--- src/rtl/shift_add_mult8.sv ---
// Sequential unsigned shift-and-add multiplier driving an external ripple-carry adder.
// One adder pass per clock; the 16-bit product is registered on entry to DONE.
module shift_add_mult8 #(
  parameter int WIDTH = 8,
  parameter int CNT_W = 4
) (
  input  logic               clk,
  input  logic               rst_n,
  input  logic               start,
  input  logic [WIDTH-1:0]   a,
  input  logic [WIDTH-1:0]   b,
  output logic               busy,
  output logic               done,
  output logic [2*WIDTH-1:0] product,
  output logic [WIDTH-1:0]   add_a,
  output logic [WIDTH-1:0]   add_b,
  output logic               add_cin,
  input  logic [WIDTH-1:0]   add_sum,
  input  logic               add_cout
);

  typedef enum logic [1:0] {
    IDLE = 2'd0,
    RUN  = 2'd1,
    DONE = 2'd2
  } state_t;

  localparam logic [CNT_W-1:0] LAST_ITER = CNT_W'(WIDTH - 1);

  state_t             state, state_nxt;
  logic [WIDTH-1:0]   acc, q, m;
  logic [CNT_W-1:0]   cnt;
  logic [2*WIDTH-1:0] iter_val;

  // {cout,sum,q} shifted right by one: carry lands in the accumulator MSB
  assign iter_val = {add_cout, add_sum, q[WIDTH-1:1]};
  assign add_a    = acc;
  assign add_cin  = 1'b0;

  always_comb begin
    state_nxt = state;
    busy      = 1'b0;
    done      = 1'b0;
    add_b     = '0;
    case (state)
      IDLE: begin
        if (start) state_nxt = RUN;
      end
      RUN: begin
        busy  = 1'b1;
        add_b = q[0] ? m : '0;
        if (cnt == LAST_ITER) state_nxt = DONE;
      end
      DONE: begin
        done      = 1'b1;
        state_nxt = IDLE;
      end
      default: state_nxt = IDLE;
    endcase
  end

  always_ff @(posedge clk or negedge rst_n) begin
    if (!rst_n) begin
      state   <= IDLE;
      acc     <= '0;
      q       <= '0;
      m       <= '0;
      cnt     <= '0;
      product <= '0;
    end else begin
      state <= state_nxt;
      case (state)
        IDLE: begin
          if (start) begin
            m   <= a;
            q   <= b;
            acc <= '0;
            cnt <= '0;
          end
        end
        RUN: begin
          {acc, q} <= iter_val;
          cnt      <= cnt + CNT_W'(1);
          if (cnt == LAST_ITER) product <= iter_val;
        end
        default: ;
      endcase
    end
  end

endmodule

--- config.mk ---
export PLATFORM = sky130hd
export DESIGN_NAME = shift_add_mult8
export DESIGN_NICKNAME = d
export VERILOG_FILES = /design/src/rtl/shift_add_mult8.sv
export SDC_FILE = /design/constraint.sdc
export NUM_CORES = 1
export LEC_CHECK = 0
export BUFFER_PORTS_ARGS = -buffer_cell sky130_fd_sc_hd__buf_2
export CORE_ASPECT_RATIO = 2
export CORE_MARGIN = 8
export CORE_UTILIZATION = 49
export CTS_CLUSTER_SIZE = 30
export DETAILED_ROUTE_END_ITERATION = 10
export HOLD_SLACK_MARGIN = 0.12
export PLACE_DENSITY = 0.78
export SYNTH_ARGS = -nofsm -noshare
export SYNTH_HDL_FRONTEND = slang
export SYNTH_SLANG_ARGS = --single-unit
--- constraint.sdc ---
create_clock -name clk -period 2.03 [get_ports clk]
set_input_delay 0.1015 -clock clk [delete_from_list [all_inputs] [get_ports clk]]
set_output_delay 0.1015 -clock clk [all_outputs]
set_load 0.01 [all_outputs]
; ---- Word-level counts from Yosys, hierarchy flattened
; Cells that the tools add are included.
[classes]
addsub = 1
muxes = 13
n_mul = 0
reduce_logical = 6
div_mod_pow = 0
shift = 0
bitwise = 0
n_eq_ne = 5
n_lt_le_gt_ge = 0
[op_table]
columns = cell, count
row1 = 8-bit two-way mux, 4
row2 = 8-bit one-hot mux with 2 select lines, 2
row3 = 4-bit one-hot mux with 2 select lines, 1
row4 = 2-bit AND reduction, 4
row5 = "4-bit by 1-bit adder with 4-bit output, second input constant", 1
row6 = "4-bit by 3-bit == test with 1-bit output, second input constant", 1
row7 = 2-bit two-way mux, 2
row8 = 4-bit two-way mux, 1
row9 = "2-bit inequality test, second input constant", 2
row10 = 2-bit one-hot mux with 2 select lines, 1
row11 = "2-bit by 1-bit == test with 1-bit output, second input constant", 1
row12 = "2-bit == test, second input constant", 1
row13 = 2-bit zero test, 1
row14 = 1-bit two-way mux, 2
row15 = 2-bit nonzero test, 1
[totals]
ramBits = 0
romBits = 0
memories = 0
latchBits = 0
regBits = 46
out_inout_bits = 35

; ---- Logic depth before layout (Yosys ltp)
[depth]
depth_word = 3
depth_mapped = 5

; ---- Worst setup path before layout
; Ideal clock, no wire load.
[synth_path]
kind = register -> register
start = reg state[1]
end = reg product[10]
arrival_ns = 1.402
n_path_buf = 1
t_required_ns = 1.905
synth_period_minus_slack_ns = 1.527
path_stages_with_launch = 5
setup_time_ns = 0.125
slack_ns = 0.503
cell_sequence = dfrtp_1 -> nand2b_2 -> nor3_4 -> buf_8 -> mux2_4
[synth_between]
elab_chain_cells = 2
[synth_lines]
columns = element, line_no
row1 = start: declaration, 30  ; state_t state, state_nxt;
row2 = start signal: assignment, 71  ; state <= state_nxt;
row3 = 2-bit by 1-bit == test with 1-bit output, 72  ; case (state)
row4 = 2-bit AND reduction (no line), n/a
row5 = end signal: assignment, 84  ; if (cnt == LAST_ITER) product <= iter_val;
row6 = end: declaration, 14  ; output logic [2*WIDTH-1:0] product,
; Every way passes these cells.
; A chain may end at the register's enable or synchronous reset.

; ---- Final worst setup path
[layout_path]
start = reg state[0]
end = out add_b[6]
[layout_between]
elab_chain_cells = 2
[layout_lines]
columns = element, line_no
row1 = 2-bit by 1-bit == test with 1-bit output, 45  ; case (state)
row2 = 8-bit two-way mux, 45
row3 = end: declaration, 16  ; output logic [WIDTH-1:0] add_b,
; Every way passes these cells.

==> impl_metrics.tcl <==
set metrics [dict create \
    drt_iter0_markers 23 \
    top_usage_layer "met2" \
    cts_made_buffers 5 \
    crit_buf_inv 2 \
    grt-ovfl-total 0 \
    path_delay_family "flip-flops" \
    crit_path_top_delay_cell "dfrtp_1" \
    worst_pin_slew_ps 961 \
    cts_root_buffer "clkbuf_8" \
    multiInputGateArea_um2 706 \
    leakagePower_uw 0.00125 \
    met2_usage_pct 27.5 \
    dieArea_um2 6280 \
    power_density_nw_per_um2 1460 \
    ant_nets 0 \
    clk_latency_ps 300 \
    ir_drop_mv 0.847 \
    synthFlopType "dfrtp_1" \
    cts_buffer_depth 2 \
    finish.instance_area_um2 2570 \
    place_congestion 0.783 \
    critPathKind "flip-flop to output pin" \
    netlist_area_um2 1910 \
    slowest_delay_ps 640 \
    cp-end-kind "output pin" \
    critPathArrivalTime_ps 1800 \
    n_antenna_cell 0 \
    ys_types 25 \
    hp-class "primary input to flip-flop" \
    max_cap_viol_count 0 \
    vias 1402 \
    dieHeight_um 104 \
    syn_area_per_cell_um2 13.7 \
    routedWlPerCell_um 16.4 \
    area_growth_syn_to_layout_pct 34.6 \
    port_buffers 61 \
    viasPerCell 5.10 \
    ys_async_sr_fraction_pct 100 \
    start_util_pct 50.3 \
    dp_hpwl_um 3320 \
    synthCells 140 \
    fin_tns_setup_ps 0 \
    clkTransAtPathRegs_ps 80 \
    cts_setup_buffers 0 \
    synth_nets 169 \
    critPathRequiredTime_ps 1930 \
    use_met3_pct 4.83 \
    start_kind "flip-flop" \
    timing.slew.headroom_pct 35.9 \
    seq_area_frac_synth_pct 60.2 \
    grtUsageTotal_pct 15.7 \
    ios 63 \
    hold_violations 0 \
    cts_tree "built" \
    antenna_found_initial 0 \
    crit_chain "nand2b_2 > inv_1 > and3_1 > buf_2" \
    grt_pass1_wl_um 7520 \
    grt_max_degree 47 \
    period_needed_ps 1910 \
    wl_um 4510 \
    seqCellArea_um2 1150 \
    grt_setup_unrepaired "false" \
    cts_max_level 2 \
    first_pass_iters 4 \
    path_max_fanout 16 \
    setup_violations 0 \
    grt_util_met1_pct 15.8 \
    layout.nets 252 \
    dieWidth_um 60.2 \
    cts.sinks 46 \
    synth_edf_count 0 \
    grt_pass1_vias 1585 \
    drc 0 \
    core_um2 3800 \
    rows 32 \
    maxSlewViolCount 0 \
    placed_cell_area_um2 2260 \
    max_freq_ghz 0.525 \
    drive_gt1_share_pct 45.1 \
    fin_skew_ps 5.35 \
    ys_ff_latch 46 \
    outcome "finished, final reports clean" \
    ys_warn_count 0 \
    fill_cells 297 \
    layout_worst_path_cycle_share_pct 93.9 \
    reg2reg_slack_ps 360 \
]
==> worst reg2reg max path: cells and delay by family (launching register included) <==
kind          cells  cell delay (ps)
buf+inv           1              220
simple gates      2              360
mux               1              350
flops             1              640
==> power breakdown <==
part / switching, uW / internal [uW]
Clock: 298 / 366
Combinational: 661 / 769
Sequential: 320 / 1350
==> repair_timing <==
action,4_1_cts,5_1_grt
hold buffers,20,0
resized for setup,0,0
hold endpoints to repair,73,0
==> state kept, by name, summed over array words and instances (netlist names) <==
name	cells
add_a	8
cnt	4
m	8
product	16
q	8
state	2
==> synth_stat cells, types with 2 or more instances <==
cell      instances  area share (%)
dfrtp_1          46              60
nand2b_1          2            0.65
buf_2             2            0.52
nor2b_1           2            0.65
mux2_4            9             7.1
o21ai_0          10             2.6
mux2_2           16             9.4
nand2_1          10             2.0
a22o_1           10             4.6
and3_1            8             2.6
a22oi_1           8             3.1
clkbuf_1          4            0.79
==> layout by cell type (no fill, tap or decap), types with 4 or more instances in the layout <==
cell,Yosys,routed
buf_2,2,61
dfrtp_1,46,46
dlygate4sd3_1,0,20
mux2_2,16,16
nand2_1,10,10
o21ai_0,10,10
a22o_1,10,10
mux2_4,9,9
and3_1,8,8
a22oi_1,8,8
clkbuf_8,0,5
buf_4,1,4
==> kinds of logic after synthesis <==
family,synth area share [%]
DFF,60.2
AOI/OAI and AO/OA,10.9
and+or+nand+nor,8.12
muxes,17.0
buffers and inverters,2.88
adders and majority gates,0.654
other,0.196
==> final timing paths <==
| check | end | startpoint | cells past startpoint |
|---|---|---|---|
| max | add_b[6] | state[0]$_DFFE_PN0P_ | 4 |
| min | q[3]$_DFFE_PN0P_ | b[3] | 3 |
| max reg2reg | product[2]$_DFFE_PN0P_ | state[0]$_DFFE_PN0P_ | 4 |
| min reg2reg | add_a[5]$_DFFE_PN0P_ | add_a[5]$_DFFE_PN0P_ | 1 |
| max in group asynchronous | product[7]$_DFFE_PN0P_ | rst_n | 2 |
| min in group asynchronous | add_a[3]$_DFFE_PN0P_ | rst_n | 2 |
==> layer usage <==
layer  vias to the layer above  routed length (um)
li1                        662                   -
met1                       692                1660
met2                        38                2510
met3                        10                 249
met4                         0                  87
met5                         -                   0
==> layout make-up <==
cell class | count | share of cell area [%]
flip-flops and latches | 46 | 44.7
multi-input cells | 84 | 27.4
repair buffers | 85 | 20.8
clock buffers | 5 | 2.67
well taps | 51 | 2.48
clock inverters | 3 | 1.75
inverters | 1 | 0.146
==> stage by stage <==
step | total power (uW) | instances | utilization [%] | hold slack (ps) | worst slack [ps]
after floorplan | 2540 | 140 | - | -194 | 503
after global placement | 3020 | 247 | 59.4 | 293 | 450
after detailed placement | 3120 | 247 | 59.4 | 305 | 377
after CTS | 3820 | 275 | 67.7 | 131 | 132
final | 3770 | 275 | 67.7 | 123 | 125
after global routing | 4020 | 275 | 67.7 | 145 | 6.31
Note: power is estimated with default switching activity, not from simulation.
